### src/rtl/save_ram_dumper_pkg.sv
// save_ram_dumper_pkg
//   Shared types and constants for the save-RAM dumper.
//   - state encoding localparams and the state_t enum built from them
//   - CSUM_INIT: starting value of the running byte sum
package save_ram_dumper_pkg;

    localparam logic [2:0] ENC_IDLE = 3'd0;
    localparam logic [2:0] ENC_REQ  = 3'd1;
    localparam logic [2:0] ENC_WAIT = 3'd2;
    localparam logic [2:0] ENC_SEND = 3'd3;
    localparam logic [2:0] ENC_CSUM = 3'd4;
    localparam logic [2:0] ENC_FIN  = 3'd5;

    typedef enum logic [2:0] {
        ST_IDLE = ENC_IDLE,
        ST_REQ  = ENC_REQ,
        ST_WAIT = ENC_WAIT,
        ST_SEND = ENC_SEND,
        ST_CSUM = ENC_CSUM,
        ST_FIN  = ENC_FIN
    } state_t;

    localparam logic [7:0] CSUM_INIT = 8'h00;

endpackage

### src/rtl/save_ram_dumper.sv
// save_ram_dumper
//   Streams a contiguous SDRAM region out as bytes, followed by a one-byte
//   checksum that makes the 8-bit sum of the whole stream zero. Reads are
//   issued only on the shared memory slot so the NES core keeps its port.
// Ports:
//   i_clk, i_reset     clock, synchronous active-high reset
//   i_slot             one-clk pulse marking the shared SDRAM slot
//   i_start, i_abort   begin a dump / abandon it (abort wins)
//   i_length           data byte count, sampled on start
//   o_mem_addr/_read   read address and single-clk read strobe
//   i_mem_din          read data, valid RD_LAT slots after the strobe
//   o_out_data/_valid  byte stream, accepted when valid && i_out_ready
//   o_busy, o_done     dump in progress / normal completion pulse
module save_ram_dumper
    import save_ram_dumper_pkg::*;
#(
    parameter int                ADDR_W    = 22,
    parameter logic [ADDR_W-1:0] BASE_ADDR = 22'h3C0000,
    parameter int                LEN_W     = 16,
    parameter int                RD_LAT    = 1
) (
    input  logic              i_clk,
    input  logic              i_reset,
    input  logic              i_slot,
    input  logic              i_start,
    input  logic              i_abort,
    input  logic [LEN_W-1:0]  i_length,
    output logic [ADDR_W-1:0] o_mem_addr,
    output logic              o_mem_read,
    input  logic [7:0]        i_mem_din,
    output logic [7:0]        o_out_data,
    output logic              o_out_valid,
    input  logic              i_out_ready,
    output logic              o_busy,
    output logic              o_done
);

    localparam int LAT_W = $clog2(RD_LAT + 1);

    state_t              r_state;
    state_t              w_next;
    logic [ADDR_W-1:0]   r_addr;
    logic [LEN_W-1:0]    r_cnt;
    logic [7:0]          r_sum;
    logic [LAT_W-1:0]    r_lat;
    logic [7:0]          r_out_data;
    logic                r_out_valid;
    logic                w_xfer;
    logic                w_last;

    assign w_xfer = r_out_valid && i_out_ready;
    assign w_last = (r_cnt == LEN_W'(1));

    // State register
    always_ff @(posedge i_clk) begin
        if (i_reset) r_state <= ST_IDLE;
        else         r_state <= w_next;
    end

    // Next-state logic; abort overrides everything, including a start in IDLE
    always_comb begin
        w_next = r_state;
        if (i_abort) begin
            w_next = ST_IDLE;
        end else begin
            case (r_state)
                ST_IDLE: if (i_start) w_next = (i_length == '0) ? ST_CSUM : ST_REQ;
                ST_REQ:  if (i_slot) w_next = ST_WAIT;
                ST_WAIT: if (i_slot && r_lat == LAT_W'(1)) w_next = ST_SEND;
                ST_SEND: if (w_xfer) w_next = w_last ? ST_CSUM : ST_REQ;
                ST_CSUM: if (w_xfer) w_next = ST_FIN;
                ST_FIN:  w_next = ST_IDLE;
                default: w_next = ST_IDLE;
            endcase
        end
    end

    // State-decoded outputs; busy already drops in FIN alongside the done pulse
    always_comb begin
        o_busy     = (r_state != ST_IDLE) && (r_state != ST_FIN);
        o_done     = (r_state == ST_FIN);
        o_mem_read = (r_state == ST_REQ) && i_slot && !i_abort;
    end

    // Datapath: address, remaining count, running sum, latency and output byte
    always_ff @(posedge i_clk) begin
        if (i_reset) begin
            r_addr      <= BASE_ADDR;
            r_cnt       <= '0;
            r_sum       <= CSUM_INIT;
            r_lat       <= '0;
            r_out_data  <= 8'h00;
            r_out_valid <= 1'b0;
        end else if (i_abort) begin
            // the byte on offer this clk counts as not transferred
            r_out_valid <= 1'b0;
        end else begin
            case (r_state)
                ST_IDLE: begin
                    if (i_start) begin
                        r_cnt  <= i_length;
                        r_addr <= BASE_ADDR;
                        r_sum  <= CSUM_INIT;
                        if (i_length == '0) begin
                            r_out_data  <= 8'h00 - CSUM_INIT;
                            r_out_valid <= 1'b1;
                        end
                    end
                end
                ST_REQ: begin
                    if (i_slot) r_lat <= LAT_W'(RD_LAT);
                end
                ST_WAIT: begin
                    if (i_slot) begin
                        r_lat <= r_lat - LAT_W'(1);
                        if (r_lat == LAT_W'(1)) begin
                            r_out_data  <= i_mem_din;
                            r_out_valid <= 1'b1;
                            r_sum       <= r_sum + i_mem_din;
                        end
                    end
                end
                ST_SEND: begin
                    if (w_xfer) begin
                        r_addr <= r_addr + ADDR_W'(1);
                        r_cnt  <= r_cnt - LEN_W'(1);
                        if (w_last) begin
                            // checksum follows the last data byte directly
                            r_out_data  <= 8'h00 - r_sum;
                            r_out_valid <= 1'b1;
                        end else begin
                            r_out_valid <= 1'b0;
                        end
                    end
                end
                ST_CSUM: begin
                    if (w_xfer) r_out_valid <= 1'b0;
                end
                default: ;
            endcase
        end
    end

    assign o_mem_addr  = r_addr;
    assign o_out_data  = r_out_data;
    assign o_out_valid = r_out_valid;

endmodule

### config.mk
export PLATFORM = sky130hd
export DESIGN_NAME = save_ram_dumper
export DESIGN_NICKNAME = d
export VERILOG_FILES = /design/src/rtl/save_ram_dumper_pkg.sv /design/src/rtl/save_ram_dumper.sv
export SDC_FILE = /design/constraint.sdc
export NUM_CORES = 1
export LEC_CHECK = 0
export ABC_AREA = 1
export CORE_MARGIN = 2
export CORE_UTILIZATION = 56
export CTS_BUF_LIST = sky130_fd_sc_hd__clkbuf_8
export DETAILED_ROUTE_END_ITERATION = 16
export PLACE_DENSITY = 0.87
export REMOVE_ABC_BUFFERS = 1
export SLEW_MARGIN = 10
export SYNTH_ARGS = -nofsm -noshare
export SYNTH_HDL_FRONTEND = slang
export SYNTH_SLANG_ARGS = --single-unit
### constraint.sdc
create_clock -name i_clk -period 2 [get_ports i_clk]
set_input_delay 0.4 -clock i_clk [delete_from_list [all_inputs] [get_ports i_clk]]
set_output_delay 0.4 -clock i_clk [all_outputs]
set_load 0.1 [all_outputs]
Word level (Yosys, flattened, before mapping)
Index checks and enable logic that the tools add are counted.

$add $sub $neg: 5. Reduce and logical (&&, ||, !) cells: 21. Muxes and demuxes: 36. Bitwise logic cells: 1. Magnitude comparators: 0. Divide/modulo/power cells: 0. Eq/ne operators: 16. Shifts and indexed selects: 0. Multiply operators: 0.

Operators with widths (count): 2-to-1 mux 8 bit (9); 2-to-1 mux 22 bit (2); one-hot mux 22 bit (2 select lines) (1); 2-to-1 mux 16 bit (2); one-hot mux 16 bit (2 select lines) (1); one-hot mux 8 bit (3 select lines) (1); adder 22 x 1 -> 22 bit (second input constant) (1); 2-to-1 mux 3 bit (7); != test 2 bit (second input constant) (9); == test 16 x 1 -> 1 bit (second input constant) (1); zero test 16 bit (1); one-hot mux 8 bit (2 select lines) (1); subtractor 16 x 1 -> 16 bit (second input constant) (1); one-hot mux 3 bit (5 select lines) (1); AND reduction 5 bit (2); 2-to-1 mux 1 bit (9); adder 8 bit (1); AND reduction 4 bit (2); AND reduction 8 bit (1); subtractor 1 x 8 -> 8 bit (first input constant) (1); AND reduction 7 bit (1); == test 3 x 2 -> 1 bit (second input constant) (2); == test 3 bit (second input constant) (2); nonzero test 2 bit (3); other kinds (12) (17).

Bits of input ports: 30. Output and inout port bits: 34. Word-level logic and storage cells: 86. ROM bits: 0. Bits in latches: 0. Flip-flop bits (word level): 59. Memory bits (writable): 0. Memories: 0.

Depth between registers and ports, before layout
Depth in word-level cells: 4. Depth in mapped cells: 12. Mapped depth without buffers: 11.

Worst setup path before layout
Ideal clock, no wire load.

Kind: reg2out. Start: register r_state[0]. End: output o_busy. Path slack: -2.258 ns. Path buffers: 0. Cell stages (with the launch flop): 4. Arrival time: 3.858 ns. Data required time: 1.600 ns. Cell sequence: dfxtp_1 -> inv_1 -> nor3_1 -> nor2_1.

Longest elaborated chain between the ends: 2. Elaborated cells on any way between the ends: 3. Classes of those cells: 1 x eq/ne; 2 x reduce/logical.

Ends and longest elaborated chain: from (decl) (RTL line save_ram_dumper.sv:40) `state_t r_state;`; from (signal assigned) (RTL line save_ram_dumper.sv:57) `else r_state <= w_next;`; != test 3 bit or nonzero test 3 bit (tied branches) (RTL line save_ram_dumper.sv:80) `o_busy = (r_state != ST_IDLE) && (r_state != ST_FIN);`; logical AND 1 bit * (RTL line save_ram_dumper.sv:80); to (decl) (RTL line save_ram_dumper.sv:34) `output logic o_busy,`.

Every way passes the cells marked *; elsewhere a longest branch is shown, timed or not.

Final worst setup path
Same ends and word-level chain as after synthesis.

==> flow_metrics.env <==
export IMPL_hold_worst_slack_ns=0.490
export IMPL_cp_startpoint="r_state[0]"
export IMPL_worstSkewPairLatency_ns=0.35
export IMPL_setup_violations_final=0
export IMPL_ant_nets=0
export IMPL_power_leakage_nw=2.26
export IMPL_clockRootBuffer="clkbuf_8"
export IMPL_multiInputGateArea_um2=2390
export IMPL_crit_path_end_kind="output port"
export IMPL_hold_viol_final=0
export IMPL_seq_area_um2=1180
export IMPL_critPathLaunchType="flop"
export IMPL_antenna_found_initial=0
export IMPL_ys_top_cells_by_area="dfxtp_1 (30%), nand2_1 (18%), nor2_1 (13%)"
export IMPL_stdcell_area_um2=4990
export IMPL_globalplace_congestion=0.945
export IMPL_synth_distinct_cells=34
export IMPL_track_usage_pct=28.5
export IMPL_core_um2=6760
export IMPL_grtUsageMet3_pct=4.93
export IMPL_synth_edf_count=0
export IMPL_synth_seq_cells=59
export IMPL_firstDrtPassIters=5
export IMPL_synth_top_area_share_pct=30.3
export IMPL_io_pins=64
export IMPL_crit_type="reg2out"
export IMPL_cap_violations=0
export IMPL_busiest_layer="met2"
export IMPL_max_slew_margin_rel_pct=73.6
export IMPL_yosysMostFrequentCell="nand2_1"
export IMPL_drc=0
export IMPL_critPathRequiredTime_ns=1.60
export IMPL_grt_use_met1_pct=34.5
export IMPL_die_area_um2=7640
export IMPL_powerDensity_nw_per_um2=648
export IMPL_max_freq_mhz=523
export IMPL_pre_cts_slack_ns=-0.0882
export IMPL_power_frac_clock_pct=39.0
export IMPL_fin_crit_sh_pct=95.6
export IMPL_synth_warning_count=0
export IMPL_final_nets=786
export IMPL_skew_ns=0.0129
export IMPL_grt_max_degree=38
export IMPL_hpwl_um=7870
export IMPL_synth_area_um2=3890
export IMPL_crit_fanout=6
export IMPL_cts_max_level=3
export IMPL_wl_um=10500
export IMPL_n_fill_cell=563
export IMPL_ir_drop_mv=0.394
export IMPL_grt_pass1_wl_um=17500
export IMPL_fp_row_count=30
export IMPL_drive_above_1_share_pct=12.0
export IMPL_power_frac_seq_pct=39.1
export IMPL_synthCells=659
export IMPL_worstMarginPinSlew_ns=0.395
export IMPL_port_buffer_count=63
export IMPL_syn_area_per_cell_um2=5.91
export IMPL_cts_sinks=59
export IMPL_worstPathArrival_ns=1.51
export IMPL_cts_path_max_buffers=2
export IMPL_swShare_pct=30.6
export IMPL_drtIter0Drc=278
export IMPL_tritoncts="yes"
export IMPL_synth_largest_area_cell="dfxtp_1"
export IMPL_ys_seq_area_share_pct=30.3
export IMPL_initial_utilization_pct=57.6
export IMPL_cts_buffers=9
export IMPL_power_frac_comb_pct=21.9
export IMPL_syn_to_final_growth_pct=28.2
export IMPL_synth_flop_cell="dfxtp_1"
export IMPL_r2r_start="r_state[1]"
export IMPL_run_status="complete, no violations"
export IMPL_setup_slack_ns=0.0872
export IMPL_num_antenna_cells=0
export IMPL_utilization_pct=73.9
export IMPL_maxSlewViolCount=0
export IMPL_synthArstFlopShare_pct=0
export IMPL_p_sw_mw=0.989
export IMPL_internal_power_mw=2.25
export IMPL_num_vias=4453
export IMPL_place_area_um2=4760
export IMPL_worstHoldStart="o_out_data[2]"
export IMPL_finalCriticalPeriod_ns=1.91
export IMPL_avgViaCountPerCell=5.37
export IMPL_netlist_top_cells_count="nand2_1 (187), nor2_1 (132), nand3_1 (67)"
export IMPL_fp_dieH_um=87.4
export IMPL_die_w_um=87.4
export IMPL_routedWlPerCell_um=12.7
export IMPL_use_met2_pct=49.3
export IMPL_grt_ovfl_total=0
export IMPL_path_clk_slew_ns=0.07
export IMPL_rsz0062_at_grt="false"
export IMPL_hold_path_class="reg2reg"
export IMPL_grt_pass1_vias=4074
sequential cells by signal (all words and copies together), names as in the netlist:
name,count
r_cnt,16
o_out_valid,1
o_out_data,8
r_state,3
o_mem_addr,22
r_sum,8
r_lat,1
per-stage QoR:
stage	std cells	power [mW]	setup TNS [ns]
finish	829	3.24	0
global route	829	3.39	0
CTS	829	3.23	0
detailed placement	813	1.99	-0.277
global placement	813	1.97	-0.0906
floorplan	644	1.73	-37.40
cell families (layout without fill, tap and decap cells):
family | Yosys count | after routing | share of synthesized area (%)
xor+xnor | 4 | 4 | 0.900
flops | 59 | 59 | 30.3
buf+inv | 83 | 173 | 8.48
fa+ha+maj | 12 | 12 | 4.05
simple gates | 423 | 423 | 45.4
compound gates | 78 | 78 | 10.8
area by class of cell:
type                       instances  area share, %
tap                               80           2.00
clock buffer                      11           3.03
clock inverter                     5           1.50
timing repair buffer              89           16.8
inverter                          68           5.11
sequential                        59           23.7
multi-input combinational        517           47.9
placed cells by master (no fill, tap or decap), types with 2 or more instances in the layout:
cell,netlist,layout
buf_4,3,52
nand3b_1,6,6
a31oi_1,3,3
a21oi_1,40,40
dfxtp_1,59,59
o211ai_1,3,3
nor3_1,8,7
a22oi_1,4,4
buf_12,0,8
nor2_2,3,4
or2_2,4,4
a211oi_1,2,2
clkdlybuf4s50_1,0,29
o21ai_0,22,22
nand4_1,9,9
nand3_1,67,67
nand2_1,187,187
o21ai_1,2,2
bufinv_16,0,2
inv_2,3,3
xnor2_1,3,3
nor2_1,132,131
clkbuf_8,0,11
and2_1,2,2
inv_1,65,65
ha_1,11,11
clkinv_2,0,3
repair_timing:
action	4_1_cts	5_1_grt
hold buffers	0	0
resized for setup	1	0
setup endpoints to repair	1	0
setup buffers	0	0
power by group through the flow:
stage	registers [mW]	logic [mW]	clock network, mW
2_1_floorplan	1.34	0.390	0
3_3_place_gp	1.29	0.682	0
3_5_place_dp	1.29	0.697	0
4_1_cts	1.26	0.703	1.27
5_1_grt	1.27	0.788	1.33
6_report	1.27	0.708	1.26
critical path: stages (launching register included):
cell and delay (ns):
dfxtp_1 0.45, nor2_2 0.11, nand2_1 0.12, inv_1 0.08, nor2_1 0.19, buf_12 0.20
path summary, 6_finish.rpt:
kind                                       to  depth (start not counted)  slack [ns]
worst max register to register  o_mem_addr[0]                          9        0.17
worst max-delay path                   o_busy                          5        0.09
worst min register to register  o_out_data[2]                          2        0.49
worst min-delay path            o_out_data[2]                          2        0.49
per-layer routing:
layer / up-vias / routed length [um]
met1: 1989 / 4590
met4: 0 / 310
met3: 31 / 481
met5: - / 0
li1: 2291 / -
met2: 142 / 5140
No activity file was read; power rests on OpenSTA's default activity.
